--- config.mk ---
export PLATFORM = sky130hd
export DESIGN_NAME = text_fetch
export DESIGN_NICKNAME = d
export VERILOG_FILES = /design/src/rtl/text_fetch.sv
export SDC_FILE = /design/constraint.sdc
export NUM_CORES = 1
export LEC_CHECK = 0
export ABC_AREA = 1
export CAP_MARGIN = 10
export CORE_ASPECT_RATIO = 1.1
export CORE_MARGIN = 3
export CORE_UTILIZATION = 43
export DETAILED_ROUTE_END_ITERATION = 12
export PLACE_DENSITY = 0.76
export SLEW_MARGIN = 30
export SYNTH_ARGS = -nofsm -noshare
export SYNTH_HDL_FRONTEND = slang
export SYNTH_SLANG_ARGS = --single-unit
export TNS_END_PERCENT = 10
--- constraint.sdc ---
create_clock -name clk -period 2.8 [get_ports clk]
set_input_delay 0.56 -clock clk [delete_from_list [all_inputs] [get_ports clk]]
set_output_delay 0.56 -clock clk [all_outputs]
set_load 0.03 [all_outputs]
--- src/rtl/text_fetch.sv ---
// rtl/text_fetch.sv - text-mode line fetcher: char/attr map walk plus glyph row lookup, streamed as column records
module text_fetch #(
    parameter int          COLS         = 80,
    parameter int          ROWS         = 30,
    parameter int          GLYPH_H      = 16,
    parameter logic [17:0] MAP_BASE     = 18'h00000,
    parameter logic [17:0] CHARROM_BASE = 18'h20000
) (
    input  logic        clk,
    input  logic        rst,
    input  logic        line_start,
    input  logic [8:0]  line_num,
    output logic        busy,
    output logic        mem_req,
    output logic [17:0] mem_addr,
    input  logic        mem_gnt,
    input  logic [7:0]  mem_rddata,
    output logic        out_valid,
    input  logic        out_ready,
    output logic [7:0]  out_glyph,
    output logic [3:0]  out_fg,
    output logic [3:0]  out_bg,
    output logic        out_last
);

    localparam int COL_W  = $clog2(COLS);
    localparam int ROW_W  = $clog2(ROWS);
    localparam int SCAN_W = $clog2(GLYPH_H);

    localparam logic [8:0]       LINES    = 9'(ROWS * GLYPH_H);
    localparam logic [8:0]       GH9      = 9'(GLYPH_H);
    localparam logic [COL_W-1:0] COL_LAST = COL_W'(COLS - 1);
    localparam logic [17:0]      COLS18   = 18'(COLS);
    localparam logic [17:0]      GH18     = 18'(GLYPH_H);

    typedef enum logic [2:0] {
        IDLE, REQ_CHAR, DAT_CHAR, REQ_ATTR, DAT_ATTR, REQ_GLYPH, DAT_GLYPH, PUSH
    } state_t;

    state_t              state, state_n;
    logic [COL_W-1:0]    col, col_n;
    logic [ROW_W-1:0]    row, row_n;
    logic [SCAN_W-1:0]   scan, scan_n;
    logic [7:0]          char_q, char_n;
    logic [7:0]          attr_q, attr_n;
    logic [7:0]          glyph_q, glyph_n;
    logic [17:0]         addr_n;
    logic                ov_n, olast_n;
    logic [7:0]          og_n;
    logic [3:0]          ofg_n, obg_n;

    logic                line_ok;
    logic [ROW_W-1:0]    line_row;
    logic [SCAN_W-1:0]   line_scan;

    function automatic logic [17:0] char_addr(input logic [ROW_W-1:0] r, input logic [COL_W-1:0] c);
        logic [17:0] entry;
        entry = 18'(r) * COLS18 + 18'(c);
        return MAP_BASE + (entry << 1);
    endfunction

    assign line_ok   = line_num < LINES;
    assign line_row  = ROW_W'(line_num / GH9);
    assign line_scan = SCAN_W'(line_num % GH9);

    assign busy    = (state != IDLE);
    assign mem_req = (state == REQ_CHAR) || (state == REQ_ATTR) || (state == REQ_GLYPH);

    always_ff @(posedge clk) begin
        if (rst) begin
            state     <= IDLE;
            col       <= '0;
            row       <= '0;
            scan      <= '0;
            char_q    <= '0;
            attr_q    <= '0;
            glyph_q   <= '0;
            mem_addr  <= '0;
            out_valid <= 1'b0;
            out_glyph <= '0;
            out_fg    <= '0;
            out_bg    <= '0;
            out_last  <= 1'b0;
        end else begin
            state     <= state_n;
            col       <= col_n;
            row       <= row_n;
            scan      <= scan_n;
            char_q    <= char_n;
            attr_q    <= attr_n;
            glyph_q   <= glyph_n;
            mem_addr  <= addr_n;
            out_valid <= ov_n;
            out_glyph <= og_n;
            out_fg    <= ofg_n;
            out_bg    <= obg_n;
            out_last  <= olast_n;
        end
    end

    always_comb begin
        state_n = state;
        col_n   = col;
        row_n   = row;
        scan_n  = scan;
        char_n  = char_q;
        attr_n  = attr_q;
        glyph_n = glyph_q;
        addr_n  = mem_addr;
        ov_n    = out_valid && !out_ready;
        og_n    = out_glyph;
        ofg_n   = out_fg;
        obg_n   = out_bg;
        olast_n = out_last;

        case (state)
            IDLE: begin
                if (line_start && line_ok) begin
                    state_n = REQ_CHAR;
                    col_n   = '0;
                    row_n   = line_row;
                    scan_n  = line_scan;
                    addr_n  = char_addr(line_row, '0);
                end
            end
            REQ_CHAR:  if (mem_gnt) state_n = DAT_CHAR;
            DAT_CHAR: begin
                char_n  = mem_rddata;
                addr_n  = mem_addr + 18'd1;
                state_n = REQ_ATTR;
            end
            REQ_ATTR:  if (mem_gnt) state_n = DAT_ATTR;
            DAT_ATTR: begin
                attr_n  = mem_rddata;
                addr_n  = CHARROM_BASE + 18'(char_q) * GH18 + 18'(scan);
                state_n = REQ_GLYPH;
            end
            REQ_GLYPH: if (mem_gnt) state_n = DAT_GLYPH;
            DAT_GLYPH: begin
                glyph_n = mem_rddata;
                state_n = PUSH;
            end
            PUSH: begin
                // Output register free (or draining this cycle): hand over the record
                if (!out_valid || out_ready) begin
                    ov_n    = 1'b1;
                    og_n    = glyph_q;
                    ofg_n   = attr_q[3:0];
                    obg_n   = attr_q[7:4];
                    olast_n = (col == COL_LAST);
                    if (col != COL_LAST) begin
                        col_n   = col + 1'b1;
                        addr_n  = char_addr(row, col + 1'b1);
                        state_n = REQ_CHAR;
                    end else begin
                        state_n = IDLE;
                    end
                end
            end
            default: state_n = IDLE;
        endcase

        // A new line mid-fetch wins over everything, including a pending final record
        if (line_start && state != IDLE) begin
            ov_n  = 1'b0;
            col_n = '0;
            if (line_ok) begin
                row_n   = line_row;
                scan_n  = line_scan;
                addr_n  = char_addr(line_row, '0);
                state_n = REQ_CHAR;
            end else begin
                state_n = IDLE;
            end
        end
    end

endmodule

After elaboration in Yosys (flattened, before gate mapping)
Index checks and enable logic that the tools add are counted.
- word-level logic and storage cells: 82
- memories: 0
- latch bits: 0
- bits in registers: 79
- output and inout bits: 38
- bits in writable memories: 0
- input bits: 22
- bits in read-only memories: 0
- equality and inequality tests: 17
- add/sub/neg operators: 5
- bitwise gates (word level): 0
- mux-type cells: 29
- divide/modulo/power cells: 0
- order comparisons: 1
- reduce and logical (&&, ||, !) cells: 15
- multipliers: 2
- shifts and indexed selects: 0
- operator list (cell ; number):
    18-bit two-way mux ; 5
    18-bit one-hot mux with 4 select lines ; 1
    3-bit one-hot mux with 8 select lines ; 1
    7-bit two-way mux ; 3
    5-bit two-way mux ; 4
    18-bit by 1-bit adder with 18-bit output, second input constant ; 1
    18-bit by 12-bit adder with 18-bit output, first input constant ; 1
    18-bit by 4-bit adder with 18-bit output ; 1
    3-bit two-way mux ; 6
    5-bit by 3-bit multiplier with 8-bit output, second input constant ; 2
    4-bit two-way mux ; 4
    7-bit one-hot mux with 2 select lines ; 1
    12-bit by 7-bit adder with 13-bit output ; 1
    3-bit equality test, second input constant ; 4
    9-bit less-than comparator, second input constant ; 1
    3-bit by 2-bit inequality test with 1-bit output, second input constant ; 3
    7-bit by 1-bit adder with 7-bit output, second input constant ; 1
    7-bit equality test, second input constant ; 1
    7-bit inequality test, second input constant ; 1
    3-bit by 2-bit equality test with 1-bit output, second input constant ; 2
    2-bit inequality test, second input constant ; 3
    3-bit inequality test, second input constant ; 2
    5-bit AND reduction ; 1
    1-bit two-way mux ; 4
    other kinds (10) ; 15

Longest topological paths before layout
Gate-level depths: netlist of run 1.
- word-level depth: 7
- depth in mapped cells: 16
- mapped depth without buffers: 16

Least setup slack after synthesis of run 1
Ideal clock, no wire load.
- path type: register to register
- start point: register col[0]
- end point: register mem_addr[9]
- setup time: 112 ps
- buffers on the path: 0
- period minus slack after synthesis: 2152 ps
- arrival: 2041 ps
- required time: 2688 ps
- setup slack: 648 ps
- stages on the path, launching flop included: 15
- cells stage by stage: dfxtp_1 > ha_1 > nand3_1 > xor2_1 > ha_1 > fa_1 > nand2_1 > nand2_1 > nand2_1 > xor2_1 > nor2_1 > nor2_1 > nand2_1 > nor2_1 > nor2_1
- cells in the longest elaborated chain, start to end: 7
- elaborated cells on any way between the ends: 8
- classes of those cells: add/sub (2); eq/ne (1); mux (5)
- ends and longest elaborated chain (item ; line ; RTL):
    from (decl) ; 41 ; logic [COL_W-1:0] col, col_n;
    from (signal assigned) ; 86 ; col <= col_n;
    7-bit by 1-bit adder with 7-bit output ; 153 ; addr_n = char_addr(row, col + 1'b1);
    12-bit by 7-bit adder with 13-bit output ; 58 ; entry = 18'(r) * COLS18 + 18'(c);
    18-bit two-way mux (*) ; 151 ; if (col != COL_LAST) begin
    18-bit two-way mux (*) ; 145 ; if (!out_valid || out_ready) begin
    18-bit one-hot mux with 4 select lines (*) ; 116 ; case (state)
    18-bit two-way mux ; 167 ; if (line_ok) begin
    18-bit two-way mux (*) ; 164 ; if (line_start && state != IDLE) begin
    to (signal assigned) ; 92 ; mem_addr <= addr_n;
    to (decl) ; 15 ; output logic [17:0] mem_addr,
Mark *: on every way between the ends. The rest lies on a longest branch, timed or not.
A chain may end at the register's enable or synchronous reset.

Worst setup path in the final report of run 1
Same ends and word-level chain as after synthesis.

==> results of run 1 <==
==> cell families (layout without fill, tap and decap cells) <==
logic type / after synthesis / after routing / share of synthesized area (%)
adders and majority gates: 20 / 20 / 6.372
buffers and inverters: 76 / 145 / 6.957
DFF: 79 / 79 / 36.95
xor gates and xnor gates: 8 / 8 / 1.637
AOI/OAI and AO/OA: 120 / 120 / 14.97
and+or+nand+nor: 327 / 327 / 33.12
==> cell usage after synthesis (all sizes together) (2+ instances only) <==
cell type    n  share of area [%]
o211ai       3               0.53
or2          5               0.73
nand3       43                5.0
o22ai        2               0.29
a211oi       4               0.70
clkinv       2               0.18
ha          17                5.0
a21oi       31                3.6
inv         59                5.2
clkbuf       9               0.79
a31oi        4               0.58
o21ai       72                8.5
xor2         8                1.6
nor2       146                 14
nand4       11                1.8
nand2      117                 11
fa           3                1.4
buf          6               0.82
dfxtp       79                 37
nor3         3               0.35
nand3b       2               0.35
==> flip-flops by register name, indices dropped and copies added, names as in the netlist, 3 cells and up <==
| register | cells |
|---|---|
| attr_q | 8 |
| char_q | 8 |
| col | 7 |
| glyph_q | 8 |
| mem_addr | 18 |
| out_bg | 4 |
| out_fg | 4 |
| out_glyph | 8 |
| row | 5 |
| scan | 4 |
| state | 3 |
==> power by group <==
part / leakage (nW) / internal, mW / switching [mW] / total (mW)
sequential: 0.642 / 1.23 / 0.118 / 1.35
combinational: 1.46 / 0.344 / 0.643 / 0.987
clock: 0.0968 / 0.423 / 0.463 / 0.885
total: 2.20 / 2.00 / 1.22 / 3.22
==> worst max-delay path: cells and delay by family (launching register included) <==
family / cells / cell delay (ns)
AND/OR/NAND/NOR: 9 / 0.76
flip-flops: 1 / 0.41
adder cells (fa/ha/maj): 3 / 0.86
XOR/XNOR: 2 / 0.38
==> per-layer routing <==
metal / global-route usage, % / vias to the layer above / routed length (um) / part of all wire, %
li1: - / 2188 / - / -
met1: 27.54 / 1970 / 4863 / 40
met2: 35.99 / 204 / 5849 / 48
met3: 4.232 / 33 / 1050 / 8.6
met4: 10.64 / 0 / 446 / 3.7
met5: 0 / - / 0 / 0
==> through the flow <==
stage	hold WS (ns)	power [mW]	instances	worst slack, ns
after floorplan	0.4245	1.999	630	0.6478
after global placement	0.4393	2.313	800	0.2166
after detailed placement	0.4468	2.343	800	0.1598
after CTS	0.4656	3.227	816	0.3109
after global routing	0.4936	3.393	816	0.03111
final	0.4651	3.219	816	0.2910
==> cell type report <==
class	count	area [um^2]
multi-input combinational	475	2401
tap	117	146.4
inverter	61	229.0
sequential	79	1582
timing repair buffer	68	670.6
fill	943	4304
clock buffer	9	123.9
clock inverter	7	80.08
==> path summary, 6_finish.rpt <==
kind,start,to,slack [ns],cells past startpoint
setup / recovery,col[0],mem_addr[9],0.29,14
hold reg to reg,char_q[4],char_q[4],0.47,2
setup reg to reg,col[0],mem_addr[9],0.29,14
hold / removal,char_q[4],char_q[4],0.47,2
==> results.json, run 1 <==
{
  "chipWidth_um": 101.1,
  "cts_buffer_depth": 2,
  "synth_area_um2": 4280,
  "io-pin-count": 60,
  "setup_violations": 0,
  "postPlaceCellArea_um2": 5029,
  "die_y_um": 110.6,
  "antenna_found_initial": 0,
  "final.min_clock_period_ns": 2.509,
  "status": "complete, no violations",
  "start_util_pct": 44.88,
  "post_synth.cell_area_avg_um2": 6.794,
  "wl_per_cell_um": 14.96,
  "slew_headroom_pct": 53.48,
  "drtAntennaViolNets": 0,
  "grt_max_degree": 49,
  "diodes": 0,
  "yosysWarnings": 0,
  "area_growth_pct": 22.25,
  "clock_sinks": 79,
  "core_um2": 9537,
  "post-route-period-util_pct": 89.61,
  "final_util_pct": 54.87,
  "cts-root-buf": "clkbuf_8",
  "htreeDepth": 3,
  "dieArea_um2": 11190,
  "p_leak_nw": 2.201,
  "required_ns": 3.06,
  "maxCapViolations": 0,
  "tightest_slew_ns": 0.6970,
  "crit_path_end_kind": "register",
  "rows": 37,
  "firstDrtPassIters": 6,
  "gp_congestion": 1.013,
  "cp-start-kind": "register",
  "clk_latency_ns": 0.36,
  "synth_fp_nets": 672,
  "cts_resized": 0,
  "pwr_density_cell_nw_per_um2": 615.2,
  "critPathArrivalTime_ns": 2.77,
  "peakVddDrop_v": 0.0003750,
  "synth-seq-area-share_pct": 36.95,
  "path_class": "reg -> reg",
  "skew_ns": 0.01458,
  "rsz0062_at_grt": "false",
  "clk_pin_slew_worst_paths_ns": 0.09,
  "grt_usage_pct": 22.09,
  "hold_buffers": 0,
  "grt_pass1_wl_um": 20090,
  "io_buffers": 59,
  "hold_viol_final": 0,
  "cts_buffers": 9,
  "post-dp-hpwl_um": 9212,
  "layout_common_cells": "nor2_1 (138), nand2_1 (111), dfxtp_1 (79)",
  "final_nets": 736,
  "syn_inst": 630,
  "min_path_type": "reg -> reg",
  "worst-path-max-fanout": 5,
  "synth_cell_types": 37,
  "finalSetupTns_ns": 0,
  "maxSlewViolCount": 0,
  "cts_setup_buffers": 0,
  "fin_area_um2": 5233,
  "ys_ff_latch": 79,
  "async_flop_share_pct": 0,
  "critical_path.slowest_cell": "dfxtp_1",
  "cp_cell_sequence": "ha_1, nand3_1, xor2_1, ha_1, fa_1, nand2_1, nand2_1, nand2_1, xor2_1, nor2_1, nor2_1, nand2_1, nor2_1, nor2_1",
  "final_common_cell": "nor2_1",
  "fmax_mhz": 398.6,
  "routed_wl_um": 12210,
  "slowest_delay_ns": 0.41,
  "grt_pass1_vias": 4298,
  "first_iter_violations": 321,
  "drc": 0,
  "drive_above_1_share_pct": 7.439,
  "synth_edf_count": 0,
  "viasPerCell": 5.386,
  "grt-ovfl-total": 0,
  "vias": 4395,
  "dominantRegCellSynth": "dfxtp_1",
  "cts_tree": "done"
}
Power figures use the tool's default switching activity.
==> run 2: changes to the inputs <==
- MAX_ROUTING_LAYER: unset -> met4
==> run 2 against run 1 <==
Flip-flop and latch count did not move; fmax rose by 1.8%; via count rose by 2.0%; cell count did not move; total power rose by 5.2%; sequential share of layout area fell by 0.19 points; clock-buffer cell count did not move; sequential power barely moved; clock skew fell by 0.0060 ns; critical path type unchanged; highest routed layer unchanged.
==> results.json, run 2 (same netlist as run 1, synthesis figures left out) <==
{
  "status": "complete, no violations",
  "largest_reg_flops": 18,
  "path_buf_inv": 0,
  "gp_congestion": 0.9912,
  "hold_slack_ns": 0.4601,
  "grt_pass1_wl_um": 20730,
  "critPathArrivalTime_ns": 2.72,
  "maxSlewViolCount": 0,
  "drc": 0,
  "peakVddDrop_v": 0.0003369,
  "clock_sinks": 79,
  "fmax_mhz": 405.7,
  "post-route-period-util_pct": 88.02,
  "cts_tree": "done",
  "diodes": 0,
  "viasPerCell": 5.491,
  "die_y_um": 110.6,
  "slowest_delay_ns": 0.41,
  "firstDrtPassIters": 5,
  "worst-path-max-fanout": 5,
  "clk_latency_ns": 0.36,
  "cp-start-kind": "register",
  "grt_usage_pct": 23.35,
  "drtAntennaViolNets": 0,
  "post-dp-hpwl_um": 9107,
  "cts_buffer_depth": 2,
  "rsz0062_at_grt": "false",
  "final_nets": 736,
  "crit_path_end_kind": "register",
  "drive_above_1_share_pct": 7.439,
  "fillerInstances": 930,
  "routed_wl_um": 12120,
  "vias": 4481,
  "grt-ovfl-total": 0,
  "rows": 37,
  "maxCapViolations": 0,
  "layout_common_cells": "nor2_1 (138), nand2_1 (111), dfxtp_1 (79)",
  "area_growth_pct": 23.03,
  "min_path_type": "reg -> reg",
  "io_buffers": 59,
  "chipWidth_um": 101.1,
  "final.min_clock_period_ns": 2.465,
  "slew_headroom_pct": 57.09,
  "pwr_density_cell_nw_per_um2": 642.9,
  "setup_violations": 0,
  "required_ns": 3.06,
  "skew_ns": 0.008564,
  "hold_viol_final": 0,
  "io-pin-count": 60,
  "cts_resized": 0,
  "cts-root-buf": "clkbuf_8",
  "grt_max_degree": 52,
  "cp_cell_sequence": "ha_1, nand3_1, xor2_1, ha_1, fa_1, nand2_1, nand2_1, nand2_1, xor2_1, nor2_1, nor2_1, nand2_1, nor2_1, nor2_1",
  "start_util_pct": 44.88,
  "hold_buffers": 0,
  "finalSetupTns_ns": 0,
  "clk_pin_slew_worst_paths_ns": 0.09,
  "final_common_cell": "nor2_1",
  "cts_buffers": 9,
  "antenna_found_initial": 0,
  "grt_pass1_vias": 4548,
  "core_um2": 9537,
  "tightest_slew_ns": 0.6429,
  "p_leak_nw": 2.222,
  "crit_family": "adder cells",
  "dieArea_um2": 11190,
  "htreeDepth": 3,
  "first_iter_violations": 274,
  "wl_per_cell_um": 14.85,
  "cts_setup_buffers": 0,
  "critical_path.slowest_cell": "fa_1",
  "path_class": "reg -> reg",
  "regMostFlops": "mem_addr"
}
run 2: changes by cell type in the layout (fill, tap and decap cells not counted), sizes merged:
cell | previous run | this run
bufinv | 1 | 3
clkinv | 3 | 2
clkinvlp | 2 | 1
run 2: power by group:
group	internal, mW	switching [mW]
registers	1.23	0.116
clock network	0.605	0.456
logic	0.341	0.640
total	2.17	1.21
run 2: worst paths after layout:
check	slack, ns	from	depth (start not counted)	to
min reg2reg	0.46	char_q[7]	2	char_q[7]
min	0.46	char_q[7]	2	char_q[7]
max reg2reg	0.34	col[0]	14	mem_addr[9]
max	0.34	col[0]	14	mem_addr[9]
run 2: cell type report:
cell class                 count  area, um^2  share of cell area, %
inverter                      61       229.0                  4.348
tap                          117       146.4                  2.780
clock inverter                 7       126.4                  2.400
sequential                    79        1582                  30.03
multi-input combinational    475        2401                  45.59
timing repair buffer          68       658.1                  12.50
clock buffer                   9       123.9                  2.352
run 2: routing by layer:
layer | GRT usage (%) | routed length [um]
met1 | 28.24 | 4991
met2 | 36.65 | 5672
met5 | - | 0
met4 | 12.68 | 540
met3 | 3.790 | 910
run 2: worst min-delay path, stage by stage, from the launching register on:
cell and delay, ns:
dfxtp_1 0.30, inv_1 0.06, a21oi_1 0.05
run 2: stage by stage:
| stage | cell area, um^2 | total power, mW | setup WS [ns] | utilization (%) | instances |
|---|---|---|---|---|---|
| after global placement | 5016 | 2.310 | 0.2225 | 52.60 | 800 |
| after global routing | 5266 | 3.592 | 0.1080 | 55.22 | 816 |
| after detailed placement | 5016 | 2.337 | 0.1702 | 52.60 | 800 |
| after floorplan | 4280 | 1.999 | 0.6478 | - | 630 |
| after CTS | 5266 | 3.397 | 0.3354 | 55.22 | 816 |
| final | 5266 | 3.386 | 0.3353 | 55.22 | 816 |
==> run 3: changes to the inputs <==
- CORE_MARGIN: 3 -> 4
- PLACE_DENSITY: 0.76 -> 0.65
==> run 3 against run 2 <==
Combinational power rose by 0.7%; clock-buffer cell count grew 3; worst setup slack got worse by 0.058 ns; fmax down 2.3%; clock power fell by 6%; non-clock buffer count grew 1; largest cell class unchanged; largest power group unchanged; highest routed layer unchanged.
==> results.json, run 3 (same netlist as run 1, synthesis figures left out) <==
{
  "final.min_clock_period_ns": 2.523,
  "wl_met3_um": 691,
  "fin_area_um2": 5256,
  "finalSetupTns_ns": 0,
  "clock_sinks": 79,
  "post-route-period-util_pct": 90.10,
  "peakVddDrop_v": 0.0003325,
  "critPathArrivalTime_ns": 2.80,
  "area_growth_pct": 22.80,
  "cts_tree": "done",
  "path_class": "reg -> reg",
  "pwr-share-seq_pct": 40.5,
  "first_iter_violations": 309,
  "regMostFlops": "mem_addr",
  "grt_usage_pct": 22.97,
  "fillerInstances": 928,
  "drtAntennaViolNets": 0,
  "skew_ns": 0.01502,
  "routed_wl_um": 12410,
  "maxSlewViolCount": 0,
  "core_um2": 9537,
  "final_common_cell": "nor2_1",
  "post-dp-hpwl_um": 9390,
  "hold_buffers": 0,
  "swShare_pct": 36.29,
  "worst-path-max-fanout": 5,
  "io_buffers": 59,
  "vias": 4341,
  "viasPerCell": 5.313,
  "cts_resized": 0,
  "met1Wirelength_um": 5329,
  "antenna_found_initial": 0,
  "fmax_mhz": 396.4,
  "internal_power_mw": 2.126,
  "clock_power_share_pct": 29.9,
  "cp_cell_sequence": "ha_1, nand3_1, xor2_1, ha_1, fa_1, nand2_1, nand2_1, nand2_1, xor2_1, nor2_1, nor2_1, nand2_1, nor2_1, nor2_1",
  "critical_path.slowest_cell": "dfxtp_1",
  "diodes": 0,
  "layout_common_cells": "nor2_1 (138), nand2_1 (111), dfxtp_1 (79)",
  "grt_pass1_vias": 4202,
  "htreeDepth": 3,
  "pwr-share-comb_pct": 29.6,
  "grt-ovfl-total": 0,
  "status": "complete, no violations",
  "slew_headroom_pct": 53.40,
  "setup_violations": 0,
  "cts_buffer_depth": 2,
  "power.switching_mw": 1.210,
  "firstDrtPassIters": 5,
  "rsz0062_at_grt": "false",
  "cp-start-kind": "register",
  "grt_pass1_wl_um": 20360,
  "cts_buffers": 9,
  "drc": 0,
  "hold_viol_final": 0,
  "final_nets": 737,
  "cts_setup_buffers": 0,
  "pwr_density_cell_nw_per_um2": 634.7,
  "rows": 37,
  "largest_reg_flops": 18,
  "cts-root-buf": "clkbuf_8",
  "crit_path_end_kind": "register",
  "grt_max_degree": 43,
  "min_path_type": "reg -> reg",
  "wl_met2_um": 5946,
  "tightest_slew_ns": 0.6982,
  "clk_pin_slew_worst_paths_ns": 0.09,
  "postPlaceCellArea_um2": 5024,
  "slowest_delay_ns": 0.42,
  "drive_above_1_share_pct": 7.429,
  "wl_per_cell_um": 15.19,
  "dieArea_um2": 11620,
  "chipWidth_um": 103.1,
  "io-pin-count": 60,
  "clk_latency_ns": 0.36,
  "top_layer_used": "met4",
  "gp_congestion": 0.9535,
  "maxCapViolations": 0,
  "required_ns": 3.07,
  "p_leak_nw": 2.221,
  "die_y_um": 112.6,
  "start_util_pct": 44.88
}
[run 3: cell types whose count changed in the layout (fill, tap and decap cells not counted)]
cell,delta
clkbuf_8,+2
clkinv_4,+2
inv_6,-2
buf_4,+1
bufinv_16,-1
clkbuf_1,+1
clkinvlp_4,-1
inv_8,-1
[run 3: per-layer routing]
layer  track usage (%)  up-vias
met3             3.108       32
met1             28.83     1971
met4             10.54        0
met5                 -        -
li1                  -     2196
met2             36.24      142
[run 3: final timing paths]
check | startpoint | end | slack [ns] | cells after the start
setup / recovery | col[0] | mem_addr[9] | 0.28 | 14
hold / removal | char_q[0] | char_q[0] | 0.46 | 2
setup reg to reg | col[0] | mem_addr[9] | 0.28 | 14
hold reg to reg | char_q[0] | char_q[0] | 0.46 | 2
[run 3: area by class of cell]
cell class | count | area (um^2) | share of cell area (%)
Multi-Input combinational cell | 475 | 2401 | 45.68
Tap cell | 117 | 146.4 | 2.785
Clock inverter | 4 | 77.57 | 1.476
Sequential cell | 79 | 1582 | 30.09
Inverter | 61 | 229.0 | 4.356
Timing Repair Buffer | 69 | 665.6 | 12.66
Clock buffer | 12 | 155.1 | 2.952
[run 3: worst max-delay path: cells and delay by family, from the launching register on]
family	cells	cell delay [ns]
adder cells (fa/ha/maj)	3	0.87
AND/OR/NAND/NOR	9	0.73
flip-flops	1	0.42
XOR/XNOR	2	0.39
[run 3: stage by stage]
| step | setup WS [ns] | util [%] | hold WS [ns] | cells | power, mW |
|---|---|---|---|---|---|
| 6_report | 0.2772 | 55.12 | 0.4590 | 817 | 3.336 |
| 5_1_grt | 0.07467 | 55.12 | 0.4962 | 817 | 3.514 |
| 4_1_cts | 0.2915 | 55.12 | 0.4663 | 817 | 3.337 |
| 3_5_place_dp | 0.1668 | 52.68 | 0.4526 | 801 | 2.354 |
| 3_3_place_gp | 0.2281 | 52.68 | 0.4446 | 801 | 2.343 |
| 2_1_floorplan | 0.6478 | - | 0.4245 | 630 | 1.999 |
[run 3: power by group through the flow]
stage / combinational (mW) / clock (mW) / sequential [mW]
finish: 0.988 / 0.999 / 1.35
global route: 1.10 / 1.05 / 1.36
CTS: 0.986 / 1.00 / 1.35
detailed placement: 0.981 / 0 / 1.37
global placement: 0.973 / 0 / 1.37
floorplan: 0.590 / 0 / 1.41
